File: src/rtl/hack_pkg.sv
// Shared constants and types for the Hack CPU program-counter stage.
// Jump-bit encodings follow the Hack C-instruction j1 j2 j3 field.
package hack_pkg;

    // Default ROM address width of the Hack platform (32K words).
    localparam int unsigned ROM_ADDR_W = 15;

    // Jump-field encodings, {j1, j2, j3}.
    localparam logic [2:0] JMP_NULL = 3'b000;
    localparam logic [2:0] JGT      = 3'b001;
    localparam logic [2:0] JEQ      = 3'b010;
    localparam logic [2:0] JGE      = 3'b011;
    localparam logic [2:0] JLT      = 3'b100;
    localparam logic [2:0] JNE      = 3'b101;
    localparam logic [2:0] JLE      = 3'b110;
    localparam logic [2:0] JMP      = 3'b111;

    // Source of the next program-counter value, in decreasing priority.
    typedef enum logic [1:0] {
        PcRestart,
        PcHold,
        PcJump,
        PcIncr
    } pc_sel_e;

endpackage

File: src/rtl/jump_cond.sv
// Jump-condition decode: purely combinational evaluation of the C-instruction
// jump field against the ALU status flags. zr & ng together is not special-cased.
module jump_cond (
    input  logic [2:0] jump_bits,
    input  logic       zr,
    input  logic       ng,
    input  logic       is_c_instr,
    output logic       jump_taken
);

    logic j1, j2, j3;
    logic pos;

    assign j1  = jump_bits[2];
    assign j2  = jump_bits[1];
    assign j3  = jump_bits[0];
    assign pos = ~ng & ~zr;

    // Jump when any selected relation (lt / eq / gt) of the ALU result holds.
    always_comb begin
        jump_taken = is_c_instr & ((j1 & ng) | (j2 & zr) | (j3 & pos));
    end

endmodule

File: src/rtl/hack_pc.sv
// Hack CPU program counter with jump decision.
// Priority per edge: restart > (halted freeze) > stall > jump > increment.
// Optional macro HACK_PC_HALT_DETECT_EN adds a sticky 'halted' output that is
// set by the "(END) @END 0;JMP" self-jump idiom and freezes the pc.
module hack_pc
    import hack_pkg::*;
#(
    parameter int unsigned       WIDTH        = ROM_ADDR_W,
    parameter logic [WIDTH-1:0]  RESET_VECTOR = '0
) (
    input  logic             clk,
    input  logic             rst,
    input  logic             restart,
    input  logic             en,
    input  logic             is_c_instr,
    input  logic [2:0]       jump_bits,
    input  logic             zr,
    input  logic             ng,
    input  logic [WIDTH-1:0] a_reg,
    output logic [WIDTH-1:0] pc,
`ifdef HACK_PC_HALT_DETECT_EN
    output logic             halted,
`endif
    output logic             jump_taken
);

    logic [WIDTH-1:0] pc_q, pc_d;
    pc_sel_e          pc_sel;
    logic             frozen;

    jump_cond u_jump_cond (
        .jump_bits  (jump_bits),
        .zr         (zr),
        .ng         (ng),
        .is_c_instr (is_c_instr),
        .jump_taken (jump_taken)
    );

`ifdef HACK_PC_HALT_DETECT_EN
    logic halted_q, halted_d;

    // Sticky halt: set on an enabled self-jump, cleared only by restart (or rst).
    always_comb begin
        halted_d = halted_q;
        if (restart) begin
            halted_d = 1'b0;
        end else if (en && jump_taken && (a_reg == pc_q)) begin
            halted_d = 1'b1;
        end
    end

    // Halt flag register.
    always_ff @(posedge clk or posedge rst) begin
        if (rst) begin
            halted_q <= 1'b0;
        end else begin
            halted_q <= halted_d;
        end
    end

    assign frozen = halted_q;
    assign halted = halted_q;
`else
    assign frozen = 1'b0;
`endif

    // Select the next-pc source by priority, then form the next value.
    always_comb begin
        pc_sel = PcIncr;
        if (restart) begin
            pc_sel = PcRestart;
        end else if (frozen || !en) begin
            pc_sel = PcHold;
        end else if (jump_taken) begin
            pc_sel = PcJump;
        end

        pc_d = pc_q;
        unique case (pc_sel)
            PcRestart: pc_d = RESET_VECTOR;
            PcHold:    pc_d = pc_q;
            PcJump:    pc_d = a_reg;
            PcIncr:    pc_d = pc_q + 1'b1;  // wraps modulo 2^WIDTH
            default:   pc_d = pc_q;
        endcase
    end

    // Program-counter register; rst loads the reset vector immediately.
    always_ff @(posedge clk or posedge rst) begin
        if (rst) begin
            pc_q <= RESET_VECTOR;
        end else begin
            pc_q <= pc_d;
        end
    end

    assign pc = pc_q;

endmodule

File: config.mk
export PLATFORM = sky130hd
export DESIGN_NAME = hack_pc
export DESIGN_NICKNAME = d
export VERILOG_FILES = /design/src/rtl/hack_pkg.sv /design/src/rtl/jump_cond.sv /design/src/rtl/hack_pc.sv
export SDC_FILE = /design/constraint.sdc
export NUM_CORES = 1
export LEC_CHECK = 0
export BUFFER_PORTS_ARGS = -buffer_cell sky130_fd_sc_hd__buf_2
export CORE_MARGIN = 3
export CORE_UTILIZATION = 54
export CTS_BUF_LIST = sky130_fd_sc_hd__clkbuf_8
export CTS_CLUSTER_SIZE = 12
export DETAILED_ROUTE_END_ITERATION = 6
export PLACE_DENSITY = 0.83
export SYNTH_ARGS = -nofsm -noshare
export SYNTH_HDL_FRONTEND = slang
export SYNTH_SLANG_ARGS = --single-unit
File: constraint.sdc
create_clock -name clk -period 3.5 [get_ports clk]
set_input_delay 0 -clock clk [delete_from_list [all_inputs] [get_ports clk]]
set_output_delay 0 -clock clk [all_outputs]
set_load 0.05 [all_outputs]
==> results.ini <==
[hold_path]
hp-class=primary input to flop

[logic_synthesis]
synth.mux.area_fraction_pct=8.23
ys.flop_type=dfrtp_1
yosys.area_share.adder_pct=1.14
synth_top_family_by_area=compound AO/OA/AOI/OAI gates
netlist_top_cells_area=dfrtp_1 (34%), mux2i_1 (8.2%), nor2b_1 (4.0%), o32ai_1 (4.0%), o21ai_0 (3.2%)
synthCells=123
yosysTopAreaCell=dfrtp_1
synth_xor_area_share_pct=0
synth_top_area_share_pct=34.3
syn_nets=149
yosys_warnings=0
synth_compound_area_share_pct=25.5
yosys.area_share.simple_pct=25.0
syn_avg_cell_area_sq_um=8.90
ys_types=40
synth_seq_area_share_pct=34.3
synth.most_common_cell=dfrtp_1
netlist_area_sq_mm=0.00109
synth_edf_count=0
synthTopCellsByCount=dfrtp_1 (15), inv_1 (9), mux2i_1 (9)
synthArstFlopShare_pct=100
ys_ff_latch=15

[clocking]
cts_tree=built
cts_max_path_buffers=2
clockRootBuffer=clkbuf_8
htreeDepth=1
cts_buffers=3
clock_sinks=15
cts.clk_slew.worst_paths_ns=0.07
post_cts_resized=0
insertion_delay_ns=0.25

[outcome]
outcome=complete, no violations

[floorplan]
fp.coreArea_sq_mm=0.00182
die_h_microns=51.0
num_rows=15
initial_core_util_pct=60.1
pin_count=41
die_w_microns=51.0
die_area_sq_mm=0.00260

[pwr]
vdd_ir_drop_max_uv=248
p_leak_nw=0.640
p_total_w=0.000454
power_density_mw_per_mm2=333

[detailed_routing]
wl_per_cell_microns=14.6
num_vias=1143
post-route-drc-count=0
firstDrtPassIters=4
viasPerCell=6.08
drtIter0Drc=54
wirelength_microns=2740
postRouteAntennaNets=0

[timing]
clock-skew-final_ns=0.00184
max_slew_margin_pct=60.4
report.final.slew_viol_count=0
fin_crit_sh_pct=62.1
finalSetupViolCount=0
finalHoldViolations=0
tightest_slew_ns=0.594
period_needed_ns=2.17
fin_setup_tns_ns=0
grt_setup_unrepaired=false
max_freq_ghz=0.460

[setup_path]
cp-start-kind=flop
worstSetupPathType=flop to flop
arrival_ns=2.34
path_max_fanout=9
crit_required_ns=3.67
path_cells=ha_1 -> nand4_4 -> or4_4 -> or4b_1 -> a31oi_1
cp_slowest_stage_delay_ns=0.55
end_kind=flop
critPathBufInv=0
path_delay_family=simple AND/OR/NAND/NOR gates
slowest_stage=or4_4

[layout]
fill_cells=153
drive_gt1_share_pct=31.9
largest_reg_flops=15
syn_to_final_growth_pct=24.6
nets=190
diodes=0

[global_routing]
grt_max_degree=25
grt_pass1_wl_microns=4640
antenna_found_initial=0
grt_pass1_vias=1002
gr-total-overflow=0
track_usage_pct=23.4

[placement]
io_buffers=40
dpl.hpwl_microns=1940
gp_congestion=0.831

[job]
cap_violations=0

metrics by stage:
stage	hold WS, ns	cells	util (%)	instance area [sq um]	setup WS (ns)
detailed placement	0.0971	183	71.8	1310	1.34
floorplan	-0.0985	123	-	1090	1.10
global placement	0.0828	183	71.8	1310	1.43
CTS	0.00648	188	74.9	1360	1.33
finish	0.00794	188	74.9	1360	1.33
global route	0.0354	188	74.9	1360	1.20
path summary, 6_finish.rpt:
| path | depth (start not counted) | slack (ns) | to | startpoint |
|---|---|---|---|---|
| setup / recovery | 5 | 1.33 | pc[14] | pc[0] |
| hold / removal | 3 | 0.008 | pc[1] | a_reg[1] |
| setup reg to reg | 5 | 1.33 | pc[14] | pc[0] |
| hold reg to reg | 2 | 0.56 | pc[7] | pc[7] |
| max in group asynchronous | 3 | 2.76 | pc[5] | rst |
| min in group asynchronous | 3 | 0.36 | pc[14] | rst |
kinds of logic after synthesis:
logic type | count (synthesis)
AND/OR/NAND/NOR | 45
AO/OA/AOI/OAI | 37
buffers and inverters | 16
flip-flops | 15
multiplexers | 9
adder cells (fa/ha/maj) | 1
power breakdown:
part	leakage, nW	switching [W]	internal (W)
clock	0.0255	0.0000661	0.0000789
sequential	0.204	0.0000120	0.000182
combinational	0.411	0.0000769	0.0000380
worst reg2reg max path: stages, from the launching register on:
cell and delay, ns:
dfrtp_1 0.43, ha_1 0.29, nand4_4 0.18, or4_4 0.55, or4b_1 0.47, a31oi_1 0.18
layout make-up:
cell class | instances | area, sq um | area share [%]
Clock inverter | 1 | 5.00 | 0.367
Tap cell | 25 | 31.3 | 2.29
Clock buffer | 3 | 41.3 | 3.03
Timing Repair Buffer | 42 | 218 | 16.0
Inverter | 10 | 37.5 | 2.75
Multi-Input combinational cell | 92 | 656 | 48.1
Sequential cell | 15 | 375 | 27.5
cell usage in the layout (no fill, tap or decap), types with 4 or more instances in the layout:
cell type,Yosys,final
a31oi_1,4,4
buf_2,3,40
dfrtp_1,15,15
inv_1,9,9
mux2i_1,9,9
nand2_1,6,6
nand3_1,5,5
nor2_1,6,6
nor2b_1,7,7
nor3_1,5,5
nor4_1,4,4
o21ai_0,7,7
o2bb2ai_1,4,4
o32ai_1,5,5
what timing repair did:
action,4_1_cts,5_1_grt
setup buffers,0,0
hold buffers,1,0
endpoints found under the hold margin,15,0
layer usage:
metal / track usage, % / part of all wire (%)
met5: 0 / 0
met1: 31.9 / 45
met3: 4.08 / 6.4
met4: 5.38 / 0.58
met2: 38.6 / 48
No activity file was read; power rests on OpenSTA's default activity.
